File: config.mk
export PLATFORM = sky130hd
export DESIGN_NAME = countdown_timer
export DESIGN_NICKNAME = d
export VERILOG_FILES = /design/src/rtl/countdown_timer.sv
export SDC_FILE = /design/constraint.sdc
export NUM_CORES = 1
export LEC_CHECK = 0
export CORE_UTILIZATION = 46
export DETAILED_ROUTE_END_ITERATION = 12
export MAX_ROUTING_LAYER = met4
export PLACE_DENSITY_LB_ADDON = 0.25
export SLEW_MARGIN = 20
export SYNTH_ARGS = -nofsm -noshare
export SYNTH_HDL_FRONTEND = slang
export SYNTH_SLANG_ARGS = --single-unit
File: constraint.sdc
create_clock -name clk -period 2.21 [get_ports clk]
set_clock_uncertainty 0.2 [all_clocks]
set_input_delay 0.221 -clock clk [delete_from_list [all_inputs] [get_ports clk]]
set_output_delay 0.221 -clock clk [all_outputs]
set_load 0.02 [all_outputs]
File: src/rtl/countdown_timer.sv
// countdown_timer: loadable down-counter / delay-tick source.
//
// A value is programmed through a load handshake, then start/pause/stop control
// the count toward zero. tc is high for the single RUN cycle in which Q is zero.
// With auto_reload set at that point (and a non-zero reload value) the counter
// reloads and keeps running, giving a periodic tick of (N + 1) cycles.
//
// Ports:
//   clk         in   clock, rising edge
//   rst_n       in   asynchronous active-low reset
//   load_valid  in   load request
//   load_val    in   [WIDTH] value to load, qualified by load_valid
//   load_ready  out  load accepted this cycle (IDLE or ARMED)
//   auto_reload in   reload and continue at terminal count
//   start       in   begin or resume counting
//   pause       in   freeze counting
//   stop        in   abort, return to idle with Q = 0
//   Q           out  [WIDTH] current count
//   busy        out  state is RUN or HOLD
//   tc          out  terminal count: RUN and Q == 0
//   done        out  sticky, set on non-reloading completion; cleared by load
module countdown_timer #(
  parameter int unsigned WIDTH = 4
) (
  input  logic             clk,
  input  logic             rst_n,
  input  logic             load_valid,
  input  logic [WIDTH-1:0] load_val,
  output logic             load_ready,
  input  logic             auto_reload,
  input  logic             start,
  input  logic             pause,
  input  logic             stop,
  output logic [WIDTH-1:0] Q,
  output logic             busy,
  output logic             tc,
  output logic             done
);

  typedef enum logic [1:0] {
    StIdle  = 2'd0,
    StArmed = 2'd1,
    StRun   = 2'd2,
    StHold  = 2'd3
  } state_e;

  state_e           state_q, state_d;
  logic [WIDTH-1:0] count_q, count_d;
  logic [WIDTH-1:0] reload_q, reload_d;
  logic             done_q, done_d;

  logic             load_acc;
  logic             count_zero;

  always_comb begin
    load_ready = (state_q == StIdle) || (state_q == StArmed);
    busy       = (state_q == StRun) || (state_q == StHold);
    count_zero = (count_q == '0);
    tc         = (state_q == StRun) && count_zero;
    load_acc   = load_valid && load_ready;
  end

  always_comb begin
    state_d  = state_q;
    count_d  = count_q;
    reload_d = reload_q;
    done_d   = done_q;

    unique case (state_q)
      StIdle: begin
        // stop wins over a simultaneous load here as it does in ARMED.
        if (stop) begin
          count_d = '0;
        end else if (load_acc) begin
          reload_d = load_val;
          count_d  = load_val;
          done_d   = 1'b0;
          state_d  = StArmed;
        end
      end

      StArmed: begin
        if (stop) begin
          count_d = '0;
          state_d = StIdle;
        end else begin
          if (load_acc) begin
            reload_d = load_val;
            count_d  = load_val;
            done_d   = 1'b0;
          end
          // Entering RUN does not decrement; the first decrement is next edge.
          if (start) begin
            state_d = StRun;
          end
        end
      end

      StRun: begin
        if (stop) begin
          count_d = '0;
          state_d = StIdle;
        end else if (pause) begin
          state_d = StHold;
        end else if (!count_zero) begin
          count_d = count_q - 1'b1;
        end else if (auto_reload && (reload_q != '0)) begin
          count_d = reload_q;
        end else begin
          // Terminal: count already zero, never wraps.
          done_d  = 1'b1;
          state_d = StIdle;
        end
      end

      StHold: begin
        if (stop) begin
          count_d = '0;
          state_d = StIdle;
        end else if (start) begin
          state_d = StRun;
        end
      end

      default: begin
        state_d = StIdle;
        count_d = '0;
      end
    endcase
  end

  always_ff @(posedge clk or negedge rst_n) begin
    if (!rst_n) begin
      state_q  <= StIdle;
      count_q  <= '0;
      reload_q <= '0;
      done_q   <= 1'b0;
    end else begin
      state_q  <= state_d;
      count_q  <= count_d;
      reload_q <= reload_d;
      done_q   <= done_d;
    end
  end

  assign Q    = count_q;
  assign done = done_q;

endmodule

==> results of run 1 <==
## cell type report
class / count / area, um^2 / share of cell area [%]
Sequential cell: 11 / 275.3 / 27.92
Clock buffer: 4 / 26.28 / 2.665
Multi-Input combinational cell: 50 / 400.4 / 40.61
Timing Repair Buffer: 28 / 250.2 / 25.38
Inverter: 4 / 15.01 / 1.523
Tap cell: 15 / 18.77 / 1.904
## metal layers
layer / global-route usage, % / vias up / share of wire (%)
li1: - / 314 / -
met1: 26.87 / 291 / 43
met2: 44.92 / 25 / 49
met3: 3.261 / 6 / 5.3
met4: 15.00 / 0 / 2.8
met5: - / - / 0
## power groups by stage
stage                     combinational [uW]  clock (uW)  sequential, uW
final                                    261         145             258
after detailed placement                 261           0             262
after floorplan                          127           0             274
after global routing                     284         155             263
after CTS                                262         146             258
after global placement                   256           0             260
## worst max-delay path by stage
stage	endpoint	start	cells past startpoint	slack [ns]
5_1_grt	tc	Q[1]	5	0.01
3_5_place_dp	tc	Q[0]	5	0.004
2_1_floorplan	tc	Q[0]	4	0.12
4_1_cts	tc	Q[0]	5	0.001
6_report	tc	Q[0]	5	0.13
3_3_place_gp	tc	Q[0]	5	0.09
## state kept, by name (all words and copies together), names as in the netlist
| register | cells |
|---|---|
| reload_q | 4 |
| done | 1 |
| Q | 4 |
| state_q | 2 |
## cells in the mapped netlist (2+ instances only)
master	n	area share, %
ha_1	2	3.6
nor3b_2	2	3.6
mux2i_1	2	2.9
nor2_1	3	1.6
dfrtp_1	11	39
nand2_1	5	2.7
nor4_1	2	1.8
a211oi_1	3	3.2
nor3_1	6	4.3
inv_1	4	2.1
mux2_2	4	6.4
## stage by stage
| stage | power [uW] | cells | hold WS [ns] | area, um^2 | setup slack, ns |
|---|---|---|---|---|---|
| after floorplan | 401.4 | 67 | -0.2746 | 699.4 | 0.1235 |
| after global placement | 515.6 | 108 | 0.2900 | 964.7 | 0.08988 |
| after detailed placement | 523.1 | 108 | 0.3090 | 964.7 | 0.004487 |
| after CTS | 665.6 | 112 | 0.09050 | 991.0 | 0.001133 |
| after global routing | 702.1 | 112 | 0.1280 | 985.9 | 0.01360 |
| final | 664.2 | 112 | 0.07564 | 985.9 | 0.1255 |
## kinds of logic after synthesis
| kind of cell | share of synthesized area [%] |
|---|---|
| and+or+nand+nor | 23.08 |
| muxes | 11.45 |
| adders and majority gates | 3.577 |
| xor gates and xnor gates | 1.252 |
| DFF | 39.36 |
| AOI/OAI and AO/OA | 17.89 |
| buffers and inverters | 3.397 |
## repair_timing
action,CTS,global route
endpoints found under the hold margin,0,0
pin swaps,0,0
setup endpoints to repair,1,1
gates resized for setup,2,2
cloned,0,0
==> flow_summary.ini, run 1 <==
[setup_path]
start_kind = flip-flop
crit_slowest_cell = dfrtp_1
r2r_slack_ns = 0.13
worst_r2r_path_depth = 7
end_kind = output port
critPathKind = flip-flop to output port
arrival_ns = 1.66
r2r-start = Q[0]
crit_chain = inv_1 -> ha_1 -> or3b_4 -> nor3_1 -> clkbuf_2
cp_top_family = simple AND/OR/NAND/NOR gates
critPathBufInv = 2
slowest_delay_ns = 0.39
crit_required_ns = 1.79
r2r-end = Q[2]
worstPathMaxFanout = 2

[power]
seqPwrFrac_pct = 38.9
leakage_uw = 0.0004182
p_switching_uw = 224.6
p_per_area_nw_per_um2 = 673.6
switching_share_pct = 33.81
p_int_uw = 439.6
p_clk_share_pct = 21.8
comb_power_share_pct = 39.3
peakVddDrop_v = 0.0004702

[route]
vias_per_cell = 5.679
firstDrtPassIters = 4
wl_per_cell_um = 14.91
drc = 0
drt_iter0_markers = 26
vias = 636
routed_wl_um = 1670
ant_nets = 0

[sta]
worst_pin_slew_ns = 0.5046
fin_setup_tns_ns = 0
finalHoldViolCount = 0
period_share_pct = 94.32
rsz0062_at_grt = no
maxSlewViolCount = 0
fmax_mhz = 479.7
slew_headroom_pct = 66.26
min_period_ns = 2.084
setup_viol = 0

[floorplanning]
core_area_um2 = 1350
dieArea_um2 = 1681
fp.dieW_um = 41.00
placement_rows = 13
ios = 19
die-height_um = 41.00
initial_core_util_pct = 51.81

[finish]
final_common_cell = clkdlybuf4s50_1
post-route-util_pct = 73.03
diodes = 0
fin_nets = 111
fillers = 100
drive_gt1_share_pct = 26.80
area_growth_pct = 40.97
most-common-layout-cells = clkdlybuf4s50_1 (17), dfrtp_1 (11), buf_4 (10)

[logic_synthesis]
async_flop_share_pct = 100.0
syn_nets = 80
yosys_warnings = 0
synth_cell_type_count = 34
ys_seq_area_share_pct = 39.36
synth_seq_cells = 11
synth.avg_cell_area_um2 = 10.44
syn_inst = 67
syn_area_um2 = 699.4
synth_edf_count = 0
ys.flop_type = dfrtp_1

[cts]
cts_root_buf = clkbuf_4
worstSkewPairLatency_ns = 0.28
cts_buffers = 3
htreeDepth = 1
clockBufferDepth = 2
clock_sinks = 11
cts_tree = done
post_cts_buffers = 0
hold_buffers = 0
clk_pin_slew_ns = 0.08

[global_route]
grt_use_total_pct = 25.53
grt_pass1_wl_um = 2587
grt_pass1_vias = 618
overflow = 0
grt_max_degree = 12
antenna_found_initial = 0

[placement]
gp_congestion = 0.8791
io_buffer_count = 18
dp_hpwl_um = 1320

[status]
status = finished, final reports clean

[worst_hold_path]
hold_class = primary input to async pin

[flow_run]
cap_violations = 0
(Power assumes the default switching activity.)
==> run 2: changes to the inputs <==
Settings changed: CORE_UTILIZATION 46 to 41.
Clock period 2.21 ns to 1.9 ns, I/O delays scaled along.
==> flow_summary.ini, run 2 (synthesis results as in run 1) <==
[power]
switching_share_pct = 33.37
peakVddDrop_v = 0.0005186
p_int_uw = 539.6
comb_power_share_pct = 42.8
seqPwrFrac_pct = 37.0
finalPower_uw = 809.9
p_switching_uw = 270.2
leakage_uw = 0.0004547
p_clk_share_pct = 20.2
p_per_area_nw_per_um2 = 754.4

[finish]
diodes = 0
area_growth_pct = 53.49
most-common-layout-cells = buf_4 (18), clkdlybuf4s50_1 (17), dfrtp_1 (9)
fin_nets = 119
post-route-util_pct = 69.64
final_common_cell = buf_4
drive_gt1_share_pct = 38.10
final_area_um2 = 1074

[status]
violations = setup timing
status = finished, violations left

[setup_path]
worst_r2r_path_depth = 7
r2r_slack_ns = -0.08
critPathKind = flip-flop to flip-flop
cp.depth = 7
end_kind = flip-flop
arrival_ns = 1.93
crit_required_ns = 1.85
worstPathMaxFanout = 4
start_kind = flip-flop
slowest_delay_ns = 0.41
cp_top_family = simple AND/OR/NAND/NOR gates
critPathBufInv = 2
crit_slowest_cell = dfrtp_2
crit_chain = inv_2 -> ha_4 -> or3b_4 -> buf_6 -> o21ai_4 -> nand2_4 -> mux2_4

[cts]
clockBufferDepth = 2
cts_tree = done
cts_root_buf = clkbuf_4
clk_pin_slew_ns = 0.08
cts_buffers = 3
hold_buffers = 0
clock_sinks = 11
htreeDepth = 1
worstSkewPairLatency_ns = 0.27

[global_route]
grt_use_total_pct = 21.93
antenna_found_initial = 0
overflow = 0
grt_pass1_vias = 688
grt_pass1_wl_um = 2911
grt_max_degree = 12

[worst_hold_path]
hold_class = primary input to async pin

[sta]
rsz0062_at_grt = yes
min_period_ns = 1.980
maxSlewViolCount = 0
fmax_mhz = 505.2
whs_ns = 0.04830
setup_slack_ns = -0.07950
period_share_pct = 104.2
setup_viol = 5
worst_pin_slew_ns = 0.5054
finalHoldViolCount = 0
slew_headroom_pct = 66.20

[route]
wl_per_cell_um = 14.06
vias = 681
drt_iter0_markers = 7
ant_nets = 0
routed_wl_um = 1701
firstDrtPassIters = 4
vias_per_cell = 5.628
drc = 0

[flow_run]
cap_violations = 0

[floorplanning]
core_area_um2 = 1541
placement_rows = 14
die-height_um = 43.30
dieArea_um2 = 1875
fp.dieW_um = 43.30
initial_core_util_pct = 45.37
ios = 19

[placement]
gp_congestion = 0.8335
io_buffer_count = 18
placed_area_um2 = 1003
dp_hpwl_um = 1321
-- run 2: power by group through the flow --
stage,Clock (uW),Sequential (uW),Combinational [uW]
finish,164,300,346
global route,176,305,375
CTS,166,299,347
detailed placement,0,303,324
global placement,0,300,317
floorplan,0,321,150
-- run 2: routing by layer --
metal | global-route usage, % | up-vias | part of all wire, %
li1 | - | 331 | -
met1 | 24.66 | 321 | 44
met2 | 37.91 | 25 | 50
met3 | 3.830 | 4 | 4.5
met4 | 9.091 | 0 | 1.2
met5 | - | - | 0
-- run 2: what timing repair did --
item,4_1_cts,5_1_grt
pin swaps,4,2
setup endpoints to repair,5,5
buffers inserted,4,0
resized for setup,9,0
-- run 2: per-stage QoR --
stage / instances / setup WS [ns] / setup TNS [ns]
after global placement: 113 / -0.1732 / -0.3520
after CTS: 121 / -0.09400 / -0.3009
final: 121 / -0.07950 / -0.2256
after detailed placement: 113 / -0.2053 / -0.5568
after global routing: 121 / -0.1261 / -0.5395
after floorplan: 67 / -0.08776 / -0.08776
-- run 2: path summary, 6_finish.rpt --
check | end | startpoint
hold reg to reg | done | done
setup reg to reg | Q[2] | Q[0]
setup / recovery | Q[2] | Q[0]
max in group asynchronous | Q[1] | rst_n
hold / removal | state_q[0] | rst_n
min in group clk | state_q[0] | start
-- run 2: cell type report --
cell class | instances | area [um^2]
clock buffer | 4 | 26.28
fill | 121 | 467.9
timing repair buffer | 36 | 316.6
tap | 16 | 20.02
multi-input combinational | 50 | 417.9
sequential | 11 | 277.8
inverter | 4 | 15.01
==> run 3: changes to the inputs <==
--- a/config.mk
+++ b/config.mk
@@ -10,5 +10,6 @@
 export MAX_ROUTING_LAYER = met4
 export PLACE_DENSITY_LB_ADDON = 0.25
-export SLEW_MARGIN = 20
+export SETUP_SLACK_MARGIN = 0.4
+export SLEW_MARGIN = 5
 export SYNTH_ARGS = -nofsm -noshare
 export SYNTH_HDL_FRONTEND = slang
==> constraint.sdc (replaced) <==
create_clock -name clk -period 1.9 [get_ports clk]
set_clock_uncertainty 0.2 [all_clocks]
set_input_delay 0.57 -clock clk [delete_from_list [all_inputs] [get_ports clk]]
set_output_delay 0.57 -clock clk [all_outputs]
set_load 0.02 [all_outputs]
==> flow_summary.ini, run 3 (synthesis results as in run 1) <==
[status]
status = finished, violations left
violations = setup timing

[setup_path]
critPathKind = flip-flop to output port
crit_slowest_cell = dfrtp_2
crit_chain = inv_2 -> ha_4 -> or3b_4 -> nor3_4 -> buf_6
cp_top_family = simple AND/OR/NAND/NOR gates
slowest_delay_ns = 0.41
arrival_ns = 1.55
start_kind = flip-flop
end_kind = output port
worstPathMaxFanout = 2
crit_required_ns = 1.13
critPathBufInv = 2

[sta]
setup_viol = 6
worst_pin_slew_ns = 0.3422
fmax_mhz = 431.1
min_period_ns = 2.319
period_share_pct = 122.1
rsz0062_at_grt = yes
setup_slack_ns = -0.4194
maxSlewViolCount = 0
finalHoldViolCount = 0
slew_headroom_pct = 76.60

[power]
leakage_uw = 0.0006322
p_per_area_nw_per_um2 = 739.8
finalPower_uw = 1004
peakVddDrop_v = 0.0004843

[route]
ant_nets = 0
vias_per_cell = 5.718
vias = 812
drc = 0
wl_per_cell_um = 18.13
drt_iter0_markers = 32
firstDrtPassIters = 4
routed_wl_um = 2575

[floorplanning]
core_area_um2 = 1541
initial_core_util_pct = 45.37
placement_rows = 14
dieArea_um2 = 1875
fp.dieW_um = 43.30
die-height_um = 43.30
ios = 19

[global_route]
grt_pass1_vias = 758
top_usage_layer = met2
grt_use_met2_pct = 43.28
grt_pass1_wl_um = 3346
use_met1_pct = 29.41
grt_max_degree = 8
grt_use_met3_pct = 4.681
antenna_found_initial = 0
grt_use_total_pct = 25.97
overflow = 0

[flow_run]
cap_violations = 0

[cts]
cts_tree = done
clk_pin_slew_ns = 0.08
htreeDepth = 1
cts_root_buf = clkbuf_4
clock_sinks = 11
cts_buffers = 3
worstSkewPairLatency_ns = 0.28
clockBufferDepth = 2

[placement]
pre_cts_slack_ns = -0.6337
gp_congestion = 0.8803
io_buffer_count = 18
dp_hpwl_um = 1315

[finish]
fillers = 69
final_common_cell = buf_4
drive_gt1_share_pct = 62.70
most-common-layout-cells = buf_4 (29), buf_6 (18), dfrtp_1 (9)
diodes = 0
fin_nets = 140
area_growth_pct = 94.10

[worst_hold_path]
hold_class = primary input to async pin
run 3: metrics by stage:
step	instance area, um^2	utilization, %	setup TNS (ns)	hold WS [ns]	std cells
5_1_grt	1358	88.07	-2.120	0.3437	142
3_3_place_gp	1082	70.21	-2.274	0.2917	119
3_5_place_dp	1082	70.21	-2.408	0.3005	119
6_report	1358	88.07	-1.873	0.3241	142
4_1_cts	1242	80.60	-1.228	0.3433	132
2_1_floorplan	747.0	-	-0.2927	0.07441	67
run 3: layout make-up:
cell class                 instances  area, um^2  area share (%)
timing repair buffer              57       515.5           37.97
multi-input combinational         50       503.0           37.05
sequential                        11       277.8           20.46
clock buffer                       4       26.28           1.935
tap                               16       20.02           1.475
inverter                           4       15.01           1.106
run 3: where the power goes:
group          switching, uW  total (uW)  leakage, uW  internal (uW)
Combinational            232         530     0.000481            298
Clock                   93.4         175    0.0000150           81.6
Sequential              30.8         299     0.000136            268
run 3: repair_timing:
item                       in CTS  in global routing
setup endpoints to repair      19                 19
pin swaps                       7                  5
gates resized for setup        65                 12
hold buffers                    0                  0
buffers inserted                9                 10
run 3: worst paths after layout:
check	start	slack [ns]	end	depth (start not counted)
worst max register to register	Q[0]	-0.36	Q[2]	9
min in group clk	reload_q[2]	0.35	reload_q[2]	1
worst min register to register	reload_q[2]	0.35	reload_q[2]	1
worst max-delay path	Q[0]	-0.42	tc	5
max in group asynchronous	rst_n	0.77	reload_q[1]	2
worst min-delay path	rst_n	0.32	state_q[0]	1
run 3: per-layer routing:
| metal | vias up | routed length [um] |
|---|---|---|
| li1 | 374 | - |
| met1 | 399 | 1105 |
| met2 | 29 | 1317 |
| met3 | 10 | 83 |
| met4 | 0 | 69 |
| met5 | - | 0 |
